### src/rtl/can_fc_pkg.sv
// Shared types, widths and helpers for the CAN fault-confinement block.
package can_fc_pkg;

  typedef enum logic [1:0] {
    FC_ERR_ACTIVE,
    FC_ERR_PASSIVE,
    FC_BUS_OFF_WAIT,
    FC_BUS_OFF_RECOVER
  } fc_state_t;

  localparam int unsigned TEC_BUS_OFF = 256;
  localparam int unsigned REC_MAX     = 255;

  localparam int unsigned TEC_W      = 9;
  localparam int unsigned TEC_CALC_W = 10;
  localparam int unsigned REC_W      = 8;
  localparam int unsigned REC_SUM_W  = REC_W + 1;
  localparam int unsigned EWL_W      = 8;
  localparam int unsigned RUN_W      = 4;
  localparam int unsigned SEQ_W      = 8;

  // Saturating REC increment.
  function automatic logic [REC_W-1:0] rec_add_sat(input logic [REC_W-1:0] r,
                                                   input logic [REC_W-1:0] inc);
    logic [REC_SUM_W-1:0] sum;
    sum = {1'b0, r} + {1'b0, inc};
    if (sum > REC_SUM_W'(REC_MAX)) return REC_W'(REC_MAX);
    return sum[REC_W-1:0];
  endfunction

endpackage

### src/rtl/can_fault_confinement_if.sv
// Event, CPU-write and status signals between the protocol/register side and fault confinement.
interface can_fault_confinement_if;
  import can_fc_pkg::*;

  logic             sample_point_i;
  logic             sampled_bit_i;
  logic             reset_mode_i;
  logic             rx_err_i;
  logic             rx_err_primary_i;
  logic             tx_err_i;
  logic             rx_ok_i;
  logic             tx_ok_i;
  logic [EWL_W-1:0] ewl_i;
  logic             tec_wr_i;
  logic             rec_wr_i;
  logic [REC_W-1:0] wr_data_i;

  logic [TEC_W-1:0] tec_o;
  logic [REC_W-1:0] rec_o;
  logic             error_passive_o;
  logic             node_bus_off_o;
  logic             err_warning_o;
  logic             bus_off_pulse_o;
  logic             set_reset_mode_o;
  logic             recovered_pulse_o;

  modport master (
    output sample_point_i, sampled_bit_i, reset_mode_i, rx_err_i, rx_err_primary_i,
           tx_err_i, rx_ok_i, tx_ok_i, ewl_i, tec_wr_i, rec_wr_i, wr_data_i,
    input  tec_o, rec_o, error_passive_o, node_bus_off_o, err_warning_o,
           bus_off_pulse_o, set_reset_mode_o, recovered_pulse_o
  );

  modport slave (
    input  sample_point_i, sampled_bit_i, reset_mode_i, rx_err_i, rx_err_primary_i,
           tx_err_i, rx_ok_i, tx_ok_i, ewl_i, tec_wr_i, rec_wr_i, wr_data_i,
    output tec_o, rec_o, error_passive_o, node_bus_off_o, err_warning_o,
           bus_off_pulse_o, set_reset_mode_o, recovered_pulse_o
  );
endinterface

### src/rtl/can_bus_off_recovery_cnt.sv
// Counts runs of recessive sample points and completed runs for bus-off recovery.
module can_bus_off_recovery_cnt
  import can_fc_pkg::*;
#(
  parameter int unsigned RECESSIVE_RUN = 11,
  parameter int unsigned RECOVERY_SEQ  = 128
) (
  input  logic             clk_i,
  input  logic             rst_i,
  input  logic             enable,
  input  logic             clear,
  input  logic             sample_point_i,
  input  logic             sampled_bit_i,
  output logic             done_c,
  output logic [SEQ_W-1:0] seq_cnt
);

  logic [RUN_W-1:0] run_q;
  logic [SEQ_W-1:0] seq_q;
  logic             run_end_c;

  assign run_end_c = enable && !clear && sample_point_i && sampled_bit_i &&
                     (run_q == RUN_W'(RECESSIVE_RUN - 1));
  // Completion is flagged on the sample that finishes the last run.
  assign done_c    = run_end_c && (seq_q == SEQ_W'(RECOVERY_SEQ - 1));
  assign seq_cnt   = seq_q;

  always_ff @(posedge clk_i or posedge rst_i) begin
    if (rst_i) begin
      run_q <= '0;
      seq_q <= '0;
    end else if (clear) begin
      run_q <= '0;
      seq_q <= '0;
    end else if (enable && sample_point_i) begin
      if (!sampled_bit_i) begin
        run_q <= '0;
      end else if (run_end_c) begin
        run_q <= '0;
        seq_q <= done_c ? '0 : seq_q + SEQ_W'(1);
      end else begin
        run_q <= run_q + RUN_W'(1);
      end
    end
  end

endmodule

### src/rtl/can_fault_confinement.sv
// CAN TEC/REC fault confinement: error-active/passive/bus-off sequencing and bus-off recovery.
module can_fault_confinement
  import can_fc_pkg::*;
#(
  parameter int unsigned PASSIVE_LIM   = 128,
  parameter int unsigned REC_OK_RELOAD = 120,
  parameter int unsigned RECESSIVE_RUN = 11,
  parameter int unsigned RECOVERY_SEQ  = 128
) (
  input logic                    clk_i,
  input logic                    rst_i,
  can_fault_confinement_if.slave bus
);

  fc_state_t             state_q, state_nxt;
  logic [TEC_W-1:0]      tec_q, tec_d;
  logic [REC_W-1:0]      rec_q, rec_d;
  logic [TEC_CALC_W-1:0] tec_nxt;
  logic [REC_W-1:0]      rec_nxt;
  logic                  reset_mode_q;
  logic                  passive_q, bus_off_q, bus_off_pulse_q, recovered_q;
  logic                  bus_off_p, recovered_p;
  logic                  ev_en, wr_en, tec_wr_ff;
  logic                  rcv_en, rcv_clr, rcv_done;
  logic [SEQ_W-1:0]      seq_cnt;

  can_bus_off_recovery_cnt #(
    .RECESSIVE_RUN (RECESSIVE_RUN),
    .RECOVERY_SEQ  (RECOVERY_SEQ)
  ) u_recovery (
    .clk_i          (clk_i),
    .rst_i          (rst_i),
    .enable         (rcv_en),
    .clear          (rcv_clr),
    .sample_point_i (bus.sample_point_i),
    .sampled_bit_i  (bus.sampled_bit_i),
    .done_c         (rcv_done),
    .seq_cnt        (seq_cnt)
  );

  assign rcv_clr = (state_q != FC_BUS_OFF_RECOVER);
  assign rcv_en  = !bus.reset_mode_i;

  // Next counter values from this cycle's strobes; writes override events.
  always_comb begin
    ev_en     = !bus.reset_mode_i && ((state_q == FC_ERR_ACTIVE) || (state_q == FC_ERR_PASSIVE));
    wr_en     = bus.reset_mode_i;
    tec_wr_ff = wr_en && bus.tec_wr_i && (bus.wr_data_i == 8'hFF);

    rec_nxt = rec_q;
    if (wr_en && bus.rec_wr_i) begin
      rec_nxt = bus.wr_data_i;
    end else if (ev_en) begin
      if (bus.rx_err_primary_i)    rec_nxt = rec_add_sat(rec_q, REC_W'(8));
      else if (bus.rx_err_i)       rec_nxt = rec_add_sat(rec_q, REC_W'(1));
      else if (bus.rx_ok_i) begin
        if (rec_q >= REC_W'(PASSIVE_LIM)) rec_nxt = REC_W'(REC_OK_RELOAD);
        else if (rec_q != '0)             rec_nxt = rec_q - REC_W'(1);
      end
    end

    tec_nxt = {1'b0, tec_q};
    if (wr_en && bus.tec_wr_i) begin
      tec_nxt = TEC_CALC_W'(bus.wr_data_i);
    end else if (ev_en) begin
      if (bus.tx_err_i)                 tec_nxt = {1'b0, tec_q} + TEC_CALC_W'(8);
      else if (bus.tx_ok_i && tec_q != '0) tec_nxt = {1'b0, tec_q} - TEC_CALC_W'(1);
    end
  end

  // Next-state and registered-output decisions.
  always_comb begin
    state_nxt   = state_q;
    tec_d       = tec_nxt[TEC_W-1:0];
    rec_d       = rec_nxt;
    bus_off_p   = 1'b0;
    recovered_p = 1'b0;
    unique case (state_q)
      FC_ERR_ACTIVE, FC_ERR_PASSIVE: begin
        if ((tec_nxt >= TEC_CALC_W'(TEC_BUS_OFF)) || tec_wr_ff) begin
          state_nxt = FC_BUS_OFF_WAIT;
          bus_off_p = 1'b1;
          rec_d     = '0;
          if (tec_nxt >= TEC_CALC_W'(TEC_BUS_OFF)) tec_d = TEC_W'(TEC_BUS_OFF);
        end else if ((tec_nxt >= TEC_CALC_W'(PASSIVE_LIM)) || (rec_nxt >= REC_W'(PASSIVE_LIM))) begin
          state_nxt = FC_ERR_PASSIVE;
        end else begin
          state_nxt = FC_ERR_ACTIVE;
        end
      end
      FC_BUS_OFF_WAIT: begin
        if (reset_mode_q && !bus.reset_mode_i) state_nxt = FC_BUS_OFF_RECOVER;
      end
      FC_BUS_OFF_RECOVER: begin
        if (bus.reset_mode_i) begin
          state_nxt = FC_BUS_OFF_WAIT;
        end else if (rcv_done) begin
          state_nxt   = FC_ERR_ACTIVE;
          tec_d       = '0;
          rec_d       = '0;
          recovered_p = 1'b1;
        end
      end
      default: state_nxt = FC_ERR_ACTIVE;
    endcase
  end

  always_ff @(posedge clk_i or posedge rst_i) begin
    if (rst_i) begin
      state_q         <= FC_ERR_ACTIVE;
      tec_q           <= '0;
      rec_q           <= '0;
      reset_mode_q    <= 1'b0;
      passive_q       <= 1'b0;
      bus_off_q       <= 1'b0;
      bus_off_pulse_q <= 1'b0;
      recovered_q     <= 1'b0;
    end else begin
      state_q         <= state_nxt;
      tec_q           <= tec_d;
      rec_q           <= rec_d;
      reset_mode_q    <= bus.reset_mode_i;
      passive_q       <= (state_nxt == FC_ERR_PASSIVE);
      bus_off_q       <= (state_nxt == FC_BUS_OFF_WAIT) || (state_nxt == FC_BUS_OFF_RECOVER);
      bus_off_pulse_q <= bus_off_p;
      recovered_q     <= recovered_p;
    end
  end

  // During recovery REC reports the number of completed recessive runs.
  assign bus.rec_o             = (state_q == FC_BUS_OFF_RECOVER) ? seq_cnt : rec_q;
  assign bus.tec_o             = tec_q;
  assign bus.error_passive_o   = passive_q;
  assign bus.node_bus_off_o    = bus_off_q;
  assign bus.bus_off_pulse_o   = bus_off_pulse_q;
  assign bus.set_reset_mode_o  = bus_off_pulse_q;
  assign bus.recovered_pulse_o = recovered_q;
  assign bus.err_warning_o     = (tec_q >= TEC_W'(bus.ewl_i)) || (rec_q >= bus.ewl_i);

endmodule

### src/flat_wrapper.sv
// flat-port wrapper written by rule: the top's interface ports become plain ports
module can_fault_confinement_flat import can_fc_pkg::*;
#(
  parameter int unsigned PASSIVE_LIM   = 128,
  parameter int unsigned REC_OK_RELOAD = 120,
  parameter int unsigned RECESSIVE_RUN = 11,
  parameter int unsigned RECOVERY_SEQ  = 128
)
  (clk_i, rst_i, bus_sample_point_i, bus_sampled_bit_i, bus_reset_mode_i, bus_rx_err_i, bus_rx_err_primary_i, bus_tx_err_i, bus_rx_ok_i, bus_tx_ok_i, bus_ewl_i, bus_tec_wr_i, bus_rec_wr_i, bus_wr_data_i, bus_tec_o, bus_rec_o, bus_error_passive_o, bus_node_bus_off_o, bus_err_warning_o, bus_bus_off_pulse_o, bus_set_reset_mode_o, bus_recovered_pulse_o);
  can_fault_confinement_if bus_i ();
  input logic clk_i;
  input logic rst_i;
  input wire logic [$bits(bus_i.sample_point_i)-1:0] bus_sample_point_i;
  input wire logic [$bits(bus_i.sampled_bit_i)-1:0] bus_sampled_bit_i;
  input wire logic [$bits(bus_i.reset_mode_i)-1:0] bus_reset_mode_i;
  input wire logic [$bits(bus_i.rx_err_i)-1:0] bus_rx_err_i;
  input wire logic [$bits(bus_i.rx_err_primary_i)-1:0] bus_rx_err_primary_i;
  input wire logic [$bits(bus_i.tx_err_i)-1:0] bus_tx_err_i;
  input wire logic [$bits(bus_i.rx_ok_i)-1:0] bus_rx_ok_i;
  input wire logic [$bits(bus_i.tx_ok_i)-1:0] bus_tx_ok_i;
  input wire logic [$bits(bus_i.ewl_i)-1:0] bus_ewl_i;
  input wire logic [$bits(bus_i.tec_wr_i)-1:0] bus_tec_wr_i;
  input wire logic [$bits(bus_i.rec_wr_i)-1:0] bus_rec_wr_i;
  input wire logic [$bits(bus_i.wr_data_i)-1:0] bus_wr_data_i;
  output wire logic [$bits(bus_i.tec_o)-1:0] bus_tec_o;
  output wire logic [$bits(bus_i.rec_o)-1:0] bus_rec_o;
  output wire logic [$bits(bus_i.error_passive_o)-1:0] bus_error_passive_o;
  output wire logic [$bits(bus_i.node_bus_off_o)-1:0] bus_node_bus_off_o;
  output wire logic [$bits(bus_i.err_warning_o)-1:0] bus_err_warning_o;
  output wire logic [$bits(bus_i.bus_off_pulse_o)-1:0] bus_bus_off_pulse_o;
  output wire logic [$bits(bus_i.set_reset_mode_o)-1:0] bus_set_reset_mode_o;
  output wire logic [$bits(bus_i.recovered_pulse_o)-1:0] bus_recovered_pulse_o;
  assign bus_i.sample_point_i = bus_sample_point_i;
  assign bus_i.sampled_bit_i = bus_sampled_bit_i;
  assign bus_i.reset_mode_i = bus_reset_mode_i;
  assign bus_i.rx_err_i = bus_rx_err_i;
  assign bus_i.rx_err_primary_i = bus_rx_err_primary_i;
  assign bus_i.tx_err_i = bus_tx_err_i;
  assign bus_i.rx_ok_i = bus_rx_ok_i;
  assign bus_i.tx_ok_i = bus_tx_ok_i;
  assign bus_i.ewl_i = bus_ewl_i;
  assign bus_i.tec_wr_i = bus_tec_wr_i;
  assign bus_i.rec_wr_i = bus_rec_wr_i;
  assign bus_i.wr_data_i = bus_wr_data_i;
  assign bus_tec_o = bus_i.tec_o;
  assign bus_rec_o = bus_i.rec_o;
  assign bus_error_passive_o = bus_i.error_passive_o;
  assign bus_node_bus_off_o = bus_i.node_bus_off_o;
  assign bus_err_warning_o = bus_i.err_warning_o;
  assign bus_bus_off_pulse_o = bus_i.bus_off_pulse_o;
  assign bus_set_reset_mode_o = bus_i.set_reset_mode_o;
  assign bus_recovered_pulse_o = bus_i.recovered_pulse_o;
  can_fault_confinement #(.PASSIVE_LIM(PASSIVE_LIM), .REC_OK_RELOAD(REC_OK_RELOAD), .RECESSIVE_RUN(RECESSIVE_RUN), .RECOVERY_SEQ(RECOVERY_SEQ)) u_core (.clk_i(clk_i), .rst_i(rst_i), .bus(bus_i));
endmodule
### config.mk
export PLATFORM = sky130hd
export DESIGN_NAME = can_fault_confinement_flat
export DESIGN_NICKNAME = d
export VERILOG_FILES = /design/src/rtl/can_fc_pkg.sv /design/src/rtl/can_fault_confinement_if.sv /design/src/rtl/can_bus_off_recovery_cnt.sv /design/src/rtl/can_fault_confinement.sv /design/src/flat_wrapper.sv
export SDC_FILE = /design/constraint.sdc
export NUM_CORES = 1
export LEC_CHECK = 0
export ABC_CLOCK_PERIOD_IN_PS = 5850
export CORE_ASPECT_RATIO = 1.25
export CORE_MARGIN = 3
export CORE_UTILIZATION = 60
export CTS_BUF_LIST = sky130_fd_sc_hd__clkbuf_8
export DETAILED_ROUTE_END_ITERATION = 7
export PLACE_DENSITY = 0.88
export SYNTH_ARGS = -nofsm -noshare
export SYNTH_HDL_FRONTEND = slang
export SYNTH_SLANG_ARGS = --single-unit
### constraint.sdc
create_clock -name clk_i -period 5.85 [get_ports clk_i]
set_input_delay 1.17 -clock clk_i [delete_from_list [all_inputs] [get_ports clk_i]]
set_output_delay 1.17 -clock clk_i [all_outputs]
set_load 0.01 [all_outputs]
; Yosys cells after proc, flatten, opt, wreduce, memory -nomap -nowiden
; Index checks and enable logic that the tools add are counted.
[totals]
out_inout_bits = 23
ff_bits = 36
word_cells = 116
in_bits = 28
[op_classes]
reduce_logical = 27
magnitude_cmp = 8
add_sub_neg = 7
eq_ne = 10
mux = 54
[op_table]
columns = op, n
row1 = 8-bit two-way mux, 20
row2 = 10-bit two-way mux, 4
row3 = 9-bit two-way mux, 4
row4 = "9-bit by 8-bit > comparator with 1-bit output, second input constant", 2
row5 = 9-bit one-hot mux with 2 select lines, 1
row6 = "8-bit greater-or-equal comparator, second input constant", 2
row7 = 4-bit two-way mux, 4
row8 = 8-bit one-hot mux with 2 select lines, 1
row9 = 1-bit two-way mux, 15
row10 = 1-bit logical AND, 12
row11 = "9-bit by 4-bit adder with 10-bit output, second input constant", 1
row12 = "10-bit by 8-bit greater-or-equal comparator with 1-bit output, second input constant", 1
row13 = "10-bit by 9-bit greater-or-equal comparator with 1-bit output, second input constant", 1
row14 = "9-bit by 1-bit subtractor with 10-bit output, second input constant", 1
row15 = "8-bit by 1-bit adder with 9-bit output, second input constant", 1
row16 = "8-bit by 4-bit adder with 9-bit output, second input constant", 1
row17 = 9-bit by 8-bit greater-or-equal comparator with 1-bit output, 1
row18 = 9-bit nonzero test, 1
row19 = "8-bit by 1-bit adder with 8-bit output, second input constant", 1
row20 = "2-bit == test, second input constant", 4
row21 = "8-bit by 7-bit == test with 1-bit output, second input constant", 1
row22 = "8-bit == test, second input constant", 1
row23 = 8-bit greater-or-equal comparator, 1
row24 = 2-bit two-way mux, 4
row25 = other kinds (13), 21

; Logic depth before layout (Yosys ltp)
[depth]
depth_word = 19
mapped_depth = 10
ltp_nobuf = 9

; Cells and area by module
; Synthesis repeated with hierarchy kept, for this count alone.
[unflattened]
cells_unflattened = 406
hier_area_um2 = 3289.4
[by_module_without_submodules]
columns = module, area_per_inst_um2, cells_each, instances, seq_area_each_um2
row1 = can_fault_confinement, 2539.9, 327, 1, 575.6
row2 = can_bus_off_recovery_cnt, 749.5, 79, 1, 300.3

; Worst setup path before layout
; OpenSTA, ideal clock, no wires.
[synth_timing]
path_type = input port to output port
start = input port bus_ewl_i[0]
end = output port bus_err_warning_o
arrival_ns = 2.407
n_path_buf = 0
cell_stages = 8
setup_slack_ns = 2.273
required_ns = 4.680
cell_sequence = ha_1 -> nand2b_1 -> a21o_1 -> a21o_1 -> a211oi_1 -> o21ai_0 -> o211ai_1 -> nand3_1
[synth_between]
elab_chain_len = 2
elab_cells_between_ends = 3
cone_classes = order compare (2) / reduce/logical (1)
[synth_rtl]
columns = element, line_no
row1 = from (decl), flat_wrapper.sv:21  ; input wire logic [$bits(bus_i.ewl_i)-1:0] bus_ewl_i;
row2 = 9-bit by 8-bit greater-or-equal comparator with 1-bit output / 8-bit greater-or-equal comparator (equally long branches), can_fault_confinement.sv:138  ; assign bus.err_warning_o = (tec_q >= TEC_W'(bus.ewl_i)) || (rec_q >= bus.ewl_i);
row3 = 1-bit logical OR *, can_fault_confinement.sv:138
row4 = to (decl), flat_wrapper.sv:29  ; output wire logic [$bits(bus_i.err_warning_o)-1:0] bus_err_warning_o;
; Mark *: on every way between the ends. The rest lies on a longest branch, timed or not.

; Worst setup path after layout
; Same ends and word-level chain as after synthesis.

==> results.sh <==
export IMPL_synth_top_area_cell="dfrtp_1"
export IMPL_wl_met3_um=572
export IMPL_setup_tns_ns=0
export IMPL_fillCellCount=391
export IMPL_swShare=0.459
export IMPL_initial_core_util=0.644
export IMPL_clock_fmax_mhz=218
export IMPL_n_antenna_cell=0
export IMPL_post_cts_buffers=0
export IMPL_worstPathRequired_ns=4.68
export IMPL_path_cells="clkdlybuf4s50_1 > ha_1 > nand2b_1 > a21o_1 > a21o_1 > a211oi_1 > o21ai_0 > o211ai_1 > nand3_1 > clkdlybuf4s50_1"
export IMPL_hold_path_class="reg2reg"
export IMPL_cts_max_level=2
export IMPL_outcome="finished clean"
export IMPL_maxSlewViolCount=0
export IMPL_synth_ff_type="dfrtp_1"
export IMPL_ys_ff_latch=35
export IMPL_drc_errors=0
export IMPL_p_sw_mw=0.622
export IMPL_wl_per_cell_um=17.4
export IMPL_antenna_left=0
export IMPL_via_count=3119
export IMPL_antenna_found_initial=0
export IMPL_grt_pass1_vias=3109
export IMPL_r2r_end="u_core.rec_q[2]"
export IMPL_yosysWarningCount=0
export IMPL_nets=488
export IMPL_fin_cells=491
export IMPL_die_w_um=70.9
export IMPL_cts_buffer_depth=2
export IMPL_synth_edf_count=0
export IMPL_clkTransAtPathRegs_ns=0.06
export IMPL_crit_path_end="bus_err_warning_o"
export IMPL_ctsHoldBuffers=0
export IMPL_syn_area_per_cell_um2=8.04
export IMPL_multiInputGateArea_um2=2120
export IMPL_cts_tree="yes"
export IMPL_drive_above_1_share=0.0626
export IMPL_cpMaxStageDelayCell="clkdlybuf4s50_1"
export IMPL_syn_nets=450
export IMPL_gp_congestion=0.886
export IMPL_p_leak_nw=1.53
export IMPL_crit_start="bus_ewl_i[0]"
export IMPL_dpl_hpwl_um=6400
export IMPL_synth_area_um2=3160
export IMPL_final_area_um2=3750
export IMPL_crit_arrival_ns=3.41
export IMPL_grt_start_max_net_pins=36
export IMPL_ys_types=64
export IMPL_synthCells=393
export IMPL_intPower_mw=0.734
export IMPL_critPathKind="in2out"
export IMPL_root_buffer="clkbuf_8"
export IMPL_setup_viol=0
export IMPL_seqCellArea_um2=876
export IMPL_top_layer="met4"
export IMPL_cts_buffers=5
export IMPL_grt_overflow=0
export IMPL_place_ws_ns=1.29
export IMPL_hold_slack_ns=0.584
export IMPL_max_slew_margin=0.488
export IMPL_track_usage=0.294
export IMPL_r2r_cells=8
export IMPL_pwr_density_cell_nw_per_um2=362
export IMPL_pin_count=51
export IMPL_seqPwrFrac=0.346
export IMPL_rsz0062_at_grt="no"
export IMPL_totalWireLength_um=8560
export IMPL_r2r_start="u_core.rec_q[0]"
export IMPL_endpoint_kind="output port"
export IMPL_ys_seq_area_frac=0.277
export IMPL_hold_violations=0
export IMPL_ys_top_cells_by_area="dfrtp_1 (28%), ha_1 (11%), nand2_1 (4.4%)"
export IMPL_rows=28
export IMPL_critPathLaunchType="input port"
export IMPL_grt_pass1_wl_um=14600
export IMPL_min_period_over_period=0.783
export IMPL_vias_per_cell=6.35
export IMPL_maxCapViolCount=0
export IMPL_core_area_um2=4900
export IMPL_cp_max_fo=2
export IMPL_cts_sinks=35
export IMPL_met2_length_um=4160
export IMPL_period_needed_ns=4.58
export IMPL_tightest_slew_ns=0.761
export IMPL_ir_worst_vdd_mv=0.268
export IMPL_cts_resized=0
export IMPL_fin_util=0.765
export IMPL_ff2ff_setup_slack_ns=2.95
export IMPL_post_place_cells=484
export IMPL_fin_ws_ns=1.27
export IMPL_dpl_cell_area_um2=3660
export IMPL_total_power_mw=1.36
export IMPL_synth_top_area_frac=0.277
export IMPL_drt_met1_wl_um=3690
export IMPL_critPathMaxStageDelay_ns=0.49
export IMPL_clock_skew_ns=0.0107
export IMPL_first_pass_iters=5
export IMPL_area_growth_pct=18.7
export IMPL_final_cell_mix="clkdlybuf4s50_1 (50), nand2_1 (37), nor2_1 (36)"
export IMPL_die_h_um=87.1
export IMPL_clk_latency_ns=0.29
export IMPL_port_buffers=50
export IMPL_final_common_cell="clkdlybuf4s50_1"
export IMPL_async_flop_share=1.00
export IMPL_comb_power_share=0.524
export IMPL_p_clk_frac=0.130
export IMPL_drt_iter0_drc=324
export IMPL_dieArea_um2=6180
## cells in the mapped netlist (3+ instances only)
cell      count
inv_1        23
a21oi_1      26
nor3_1       13
nand2_1      37
xor2_1        5
a21o_1        3
xnor2_1       9
a211oi_1      8
nand3_1      14
nand2b_1      6
o21a_1        4
nor4_1        3
o31ai_1       4
ha_1         29
nor3_2        4
nor3b_1       4
nor2_1       36
o21ai_0      25
a31oi_1       7
mux2_2        5
nor2b_1       4
and3_1        5
o211ai_1      5
nand4_1       8
o22ai_1       6
or4_1         3
clkbuf_1     17
mux2i_1       4
dfrtp_1      35
## power by group through the flow
| stage | sequential, mW | clock (mW) | combinational, mW |
|---|---|---|---|
| after floorplan | 0.373 | 0 | 0.519 |
| after global placement | 0.466 | 0 | 0.682 |
| after detailed placement | 0.467 | 0 | 0.696 |
| after CTS | 0.462 | 0.179 | 0.705 |
| after global routing | 0.485 | 0.189 | 0.786 |
| final | 0.469 | 0.177 | 0.710 |
## layout make-up
| cell class | instances | share of cell area |
|---|---|---|
| inverter | 23 | 0.0230 |
| clock inverter | 1 | 0.00133 |
| tap | 60 | 0.0200 |
| timing repair buffer | 51 | 0.135 |
| clock buffer | 6 | 0.0220 |
| multi-input combinational | 315 | 0.565 |
| sequential | 35 | 0.234 |
## logic make-up (layout without fill, tap and decap cells)
kind of cell               count (synthesis)  after routing  share of synthesized area
xor gates and xnor gates                  14             14                     0.0388
adders and majority gates                 29             29                      0.115
AOI/OAI and AO/OA                        111            111                      0.236
DFF                                       35             35                      0.277
and+or+nand+nor                          152            152                      0.250
muxes                                      9              9                     0.0305
buffers and inverters                     43             81                     0.0527
## flip-flops by register name (all words and copies together) (netlist names)
signal,cells
u_core.bus.node_bus_off_o,1
u_core.bus.recovered_pulse_o,1
u_core.state_q,1
u_core.rec_q,8
u_core.u_recovery.run_q,4
u_core.bus.tec_o,9
u_core.u_recovery.seq_cnt,8
u_core.bus.error_passive_o,1
u_core.reset_mode_q,1
u_core.bus.bus_off_pulse_o,1
## how the worst min path moves through the flow
stage	end	startpoint	slack [ns]	cells after the start
5_1_grt	u_core.u_recovery.run_q[3]	u_core.u_recovery.run_q[3]	0.61	2
6_report	u_core.u_recovery.run_q[3]	u_core.u_recovery.run_q[3]	0.58	2
4_1_cts	u_core.u_recovery.run_q[3]	u_core.u_recovery.run_q[3]	0.58	2
3_3_place_gp	u_core.u_recovery.run_q[3]	u_core.u_recovery.run_q[3]	0.54	2
3_5_place_dp	u_core.u_recovery.run_q[3]	u_core.u_recovery.run_q[3]	0.57	2
2_1_floorplan	u_core.u_recovery.run_q[3]	u_core.u_recovery.run_q[3]	0.52	2
## critical path: cells and delay by family
family                     cells  cell delay, ns
and+or+nand+nor                2            0.22
buffers and inverters          2            0.93
AOI/OAI and AO/OA              5            0.79
adders and majority gates      1            0.29
## layer usage
layer / vias up / track usage
met5: - / 0
met4: 0 / 0.0957
met3: 13 / 0.0439
met2: 136 / 0.499
met1: 1452 / 0.383
li1: 1518 / -
Power figures use the tool's default switching activity.
==> edit 1: new RTL, config.mk and constraints unchanged <==
Encoding of `fc_state_t`: now one-hot (4 bits for 4 states).
--- a/src/rtl/can_fc_pkg.sv
+++ b/src/rtl/can_fc_pkg.sv
@@ -3,7 +3,7 @@
 
-  typedef enum logic [1:0] {
-    FC_ERR_ACTIVE,
-    FC_ERR_PASSIVE,
-    FC_BUS_OFF_WAIT,
-    FC_BUS_OFF_RECOVER
+  typedef enum logic [3:0] {
+    FC_ERR_ACTIVE      = 4'b0001,
+    FC_ERR_PASSIVE     = 4'b0010,
+    FC_BUS_OFF_WAIT    = 4'b0100,
+    FC_BUS_OFF_RECOVER = 4'b1000
   } fc_state_t;
Behaviour: no difference found for any inputs over 4 cycles, from zero or initial values and one cycle with rst_i high; so few cycles prove little.
==> edit 1 against the original RTL <==
Hold slack got worse by 0.025 ns. Synthesized cell count rose by 3.1%. Synthesized area rose by 3.3%. Count of clock-buffer cells in the layout did not move. Power rose by 16%. Wire length fell by 1.5%. Final area rose by 3.2%. Clock power rose by 32%. First-iteration DRC count fell by 44%. Sequential cell count rose by 3. Setup slack got worse by 0.029 ns.
==> edit 1: results (changes against the original RTL) <==
Tot GR Track Use - 28.06% (-1.3 points)
Async S/R FF share, synth - 100.0% (unchanged)
worst reg2reg path depth - 7 (-1)
Seq/Total Area, Yosys - 29.17% (+1.4 points)
vias - 3219 (+3.2%)
ratio of cells with drive above 1 in the final layout - 5.869% (-0.40 points)
Clock Skew - 0.01181 ns (+0.001118 ns)
Register-to-Register Setup Slack - 2.92 ns (-0.03 ns)
post-synth cell types - 68 (+6.3%)
global-route wire length before repair - 14190 µm (-2.9%)
vias in the first global route - 3033 (-2.4%)
largest net degree at the start of global routing - 39 (+8.3%)
top-count cell post-synth - nor2_1
Hold Path Sink - u_core.state_q[3]$_DFF_PP0_
final RePlAce weighted congestion - 0.9807 (+11%)
status - finished clean
Worst R2R End - u_core.state_q[0]$_DFF_PP1_
Fillers - 383 (-2.0%)
Hold Startpoint - u_core.reset_mode_q$_DFF_PP0_
Hold WS - 0.5596 ns (-0.02475 ns)
Worst path top cell family by delay - buffers and inverters
Main synth FF type - dfrtp_1
DP Cell Count - 497 (+2.7%)
synthesized net count - 461 (+2.4%)
maximum vdd drop - 0.0002254 V (-16%)
Final HPWL DP - 6140 µm (-4.1%)
1st-iter DRT viols - 183 (-44%)
Leakage - 1.645 nW (+7.7%)
gate count of the mapped netlist - 405 (+3.1%)
R2R Path Start - u_core.rec_q[2]$_DFF_PP0_
Area after DPL - 3755 µm² (+2.5%)
synth top area cells - dfrtp_1 (28%), ha_1 (11%), nor2_1 (4.8%)
First-pass DRT Iterations - 5 (unchanged)
routed len/inst - 16.70 µm (-4.2%)
max reg flops - 9 (unchanged)
Slew Limit Headroom - 30.24% (-19 points)
synth cell count leaders - nor2_1 (42), dfrtp_1 (37), nand2_1 (36)
DR vias/cell - 6.374 (+0.34%)
edit 1: kinds of logic after synthesis:
| kind of cell | share of synthesized area, % |
|---|---|
| AND/OR/NAND/NOR | 27.52 |
| AO/OA/AOI/OAI | 18.74 |
| buffers and inverters | 6.247 |
| flip-flops | 29.17 |
| adder cells (fa/ha/maj) | 10.73 |
| XOR/XNOR | 4.561 |
| multiplexers | 3.028 |
edit 1: layout make-up:
type                    count  area share, %
well taps                  62          2.004
clock buffers               6          2.133
inverters                  27          2.618
flip-flops and latches     38          24.60
repair buffers             52          13.32
clock inverters             2         0.8727
multi-input cells         318          54.46
edit 1: layer usage:
layer / track usage, % / vias to the layer above / wire (µm)
met2: 48.66 / 161 / 4292
met5: 0 / - / 0
met3: 4.659 / 20 / 554
met1: 35.61 / 1496 / 3453
li1: - / 1542 / -
met4: 9.231 / 0 / 133
edit 1: through the flow:
stage                     power, mW  utilization, %  worst slack, ns
after floorplan               1.029               -            2.240
after global placement        1.306           72.88            1.280
after detailed placement      1.334           72.88            1.235
after CTS                     1.572           75.13            1.230
after global routing          1.699           75.13            1.073
final                         1.580           75.13            1.240
edit 1: how the worst max path moves through the flow:
stage | startpoint | endpoint | slack [ns] | depth (start not counted)
after floorplan | bus_ewl_i[0] | bus_err_warning_o | 2.24 | 8
after global placement | bus_ewl_i[0] | bus_err_warning_o | 1.28 | 10
after detailed placement | bus_ewl_i[0] | bus_err_warning_o | 1.24 | 10
after CTS | bus_ewl_i[0] | bus_err_warning_o | 1.23 | 10
after global routing | bus_ewl_i[0] | bus_err_warning_o | 1.07 | 10
final | bus_ewl_i[0] | bus_err_warning_o | 1.24 | 10
edit 1: where the power goes:
| group | internal, mW | switching (mW) | total, mW |
|---|---|---|---|
| Sequential | 0.336 | 0.171 | 0.507 |
| Combinational | 0.419 | 0.420 | 0.839 |
| Clock | 0.137 | 0.0965 | 0.234 |
edit 1: tightest hold or removal path, stage by stage, from the launching register on:
cell and delay [ns]:
dfrtp_1 0.39, nand2_1 0.07, a21oi_1 0.06
==> edit 2: new RTL, same settings <==
Without the edit above. `REC_OK_RELOAD` is set to 120 in 2 places; all go to 60.
--- a/src/rtl/can_fault_confinement.sv
+++ b/src/rtl/can_fault_confinement.sv
@@ -5,3 +5,3 @@
   parameter int unsigned PASSIVE_LIM   = 128,
-  parameter int unsigned REC_OK_RELOAD = 120,
+  parameter int unsigned REC_OK_RELOAD = 60,
   parameter int unsigned RECESSIVE_RUN = 11,
--- a/src/flat_wrapper.sv
+++ b/src/flat_wrapper.sv
@@ -4,3 +4,3 @@
   parameter int unsigned PASSIVE_LIM   = 128,
-  parameter int unsigned REC_OK_RELOAD = 120,
+  parameter int unsigned REC_OK_RELOAD = 60,
   parameter int unsigned RECESSIVE_RUN = 11,
Behaviour: not the same (a bounded check fails within 4 cycles, from zero or initial values and one cycle with rst_i high).
==> edit 2 against the original RTL <==
Synthesized cell count increased by 7.1%. Die area increased by 4.6%. Global-route usage decreased by 0.16 points. Largest cell class unchanged. Synthesized area increased by 5.0%. Wire length increased by 6.2%. Final area increased by 3.9%. Combinational power increased by 6.3%. Setup slack got worse by 0.013 ns. Sequential cell count unchanged. Register-to-register slack got worse by 0.22 ns. Power increased by 7.5%. Largest power group unchanged. Clock skew increased by 0.00070 ns. Via count increased by 8.2%.
==> edit 2: results (changes against the original RTL) <==
final RePlAce weighted congestion - 0.9169 (+3.5%)
ratio of cells with drive above 1 in the final layout - 6.987% (+0.72 points)
slew at the pin with the worst max-slew slack - 0.8300 ns (+0.06876 ns)
crit path max fanout - 2 (unchanged)
Area after DPL - 3780 µm² (+3.2%)
Leakage - 1.593 nW (+4.3%)
synth cell count leaders - nor2_1 (45), nand2_1 (43), dfrtp_1 (35)
synthesized net count - 478 (+6.2%)
Clock Skew - 0.01139 ns (+0.0006998 ns)
max reg flops - 9 (unchanged)
CTS resizes - 0 (unchanged)
maximum vdd drop - 0.0002315 V (-14%)
H-tree level count - 2 (unchanged)
global-route wire length before repair - 14990 µm (+2.6%)
Internal - 0.8000 mW (+8.9%)
Post-layout nets - 514 (+5.3%)
clk root buf - clkbuf_8
Setup Buffers After CTS - 0 (unchanged)
1st-iter DRT viols - 352 (+8.6%)
synth top area cells - dfrtp_1 (26%), ha_1 (11%), nor2_1 (5.1%)
IO Port Bufs - 50 (unchanged)
Inserted Clock Buffers - 5 (unchanged)
Syn. warnings - 0 (unchanged)
Hold Crit Class - reg2reg
total wire length - 9092 µm (+6.2%)
Seq/Total Area, Yosys - 26.41% (-1.3 points)
clk_lat worst skew - 0.30 ns
Tot GR Track Use - 29.19% (-0.16 points)
post-route DRC violation count - 0 (unchanged)
footprint of the multi-input gates - 2198 µm² (+3.8%)
Worst Path Arrival - 3.42 ns (about the same)
Final HPWL DP - 6749 µm (+5.4%)
Clock transition at path regs - 0.08 ns (+0.02 ns)
Clock Tree Buf Depth - 2 (unchanged)
status - finished clean
vias in the first global route - 3166 (+1.8%)
Async S/R FF share, synth - 100.0% (unchanged)
Main synth FF type - dfrtp_1
Fillers - 420 (+7.4%)
post-synth cell types - 66 (+3.1%)
DR vias/cell - 6.488 (+2.1%)
initial antenna violation count - 0 (unchanged)
First-pass DRT Iterations - 5 (unchanged)
Antenna diodes - 0 (unchanged)
largest net degree at the start of global routing - 36 (unchanged)
==> edit 2: worst paths after layout <==
check / from / end / slack [ns] / depth (start not counted)
max in group asynchronous: rst_i / u_core.rec_q[6]$_DFF_PP0_ / 4.25 / 3
setup / recovery: bus_ewl_i[0] / bus_err_warning_o / 1.26 / 10
hold / removal: u_core.u_recovery.seq_cnt[5]$_DFFE_PP0P_ / u_core.u_recovery.seq_cnt[5]$_DFFE_PP0P_ / 0.56 / 1
min in group asynchronous: rst_i / u_core.bus.bus_off_pulse_o$_DFF_PP0_ / 1.27 / 3
setup reg to reg: u_core.bus.node_bus_off_o$_DFF_PP0_ / u_core.rec_q[5]$_DFF_PP0_ / 2.73 / 6
hold reg to reg: u_core.u_recovery.seq_cnt[5]$_DFFE_PP0P_ / u_core.u_recovery.seq_cnt[5]$_DFFE_PP0P_ / 0.56 / 1
==> edit 2: cell families (layout without fill, tap and decap cells) <==
logic type	after synthesis	count (layout)	share of synthesized area (%)
simple gates	170	170	25.95
compound gates	110	110	22.33
buf+inv	53	90	7.318
flops	35	35	26.41
fa+ha+maj	29	29	10.94
xor+xnor	14	14	3.697
mux	10	10	3.357
==> edit 2: power by group through the flow <==
stage	Combinational, mW	Clock (mW)	Sequential, mW
finish	0.755	0.230	0.474
global placement	0.725	0	0.469
global route	0.841	0.242	0.488
floorplan	0.572	0	0.373
detailed placement	0.744	0	0.471
CTS	0.750	0.229	0.467
==> edit 2: critical path: stages <==
cell and delay (ns):
clkdlybuf4s50_1 0.44, ha_1 0.30, nand2b_1 0.14, a21o_1 0.18, a21o_1 0.18, a211oi_1 0.22
o21ai_0 0.13, o211ai_1 0.11, nand3_1 0.08, clkdlybuf4s50_1 0.49
==> edit 2: metal layers <==
| layer | wire, µm | up-vias | global-route usage (%) |
|---|---|---|---|
| met2 | 4379 | 181 | 49.30 |
| li1 | - | 1597 | - |
| met1 | 3814 | 1578 | 38.71 |
| met4 | 146 | 0 | 7.215 |
| met3 | 752 | 18 | 5.512 |
| met5 | 0 | - | 0 |
==> edit 2: layout make-up <==
cell class                 count  area share [%]
multi-input combinational    333           56.44
sequential                    35           22.49
timing repair buffer          52           13.23
inverter                      30           2.891
tap                           62           1.992
clock buffer                   5           1.767
clock inverter                 3           1.189
==> edit 2: through the flow <==
step	setup slack (ns)	hold WS, ns	instances
finish	1.256	0.5632	520
global route	1.123	0.5993	520
CTS	1.269	0.5628	520
detailed placement	1.287	0.5508	512
global placement	1.319	0.5430	512
floorplan	2.273	0.5058	421
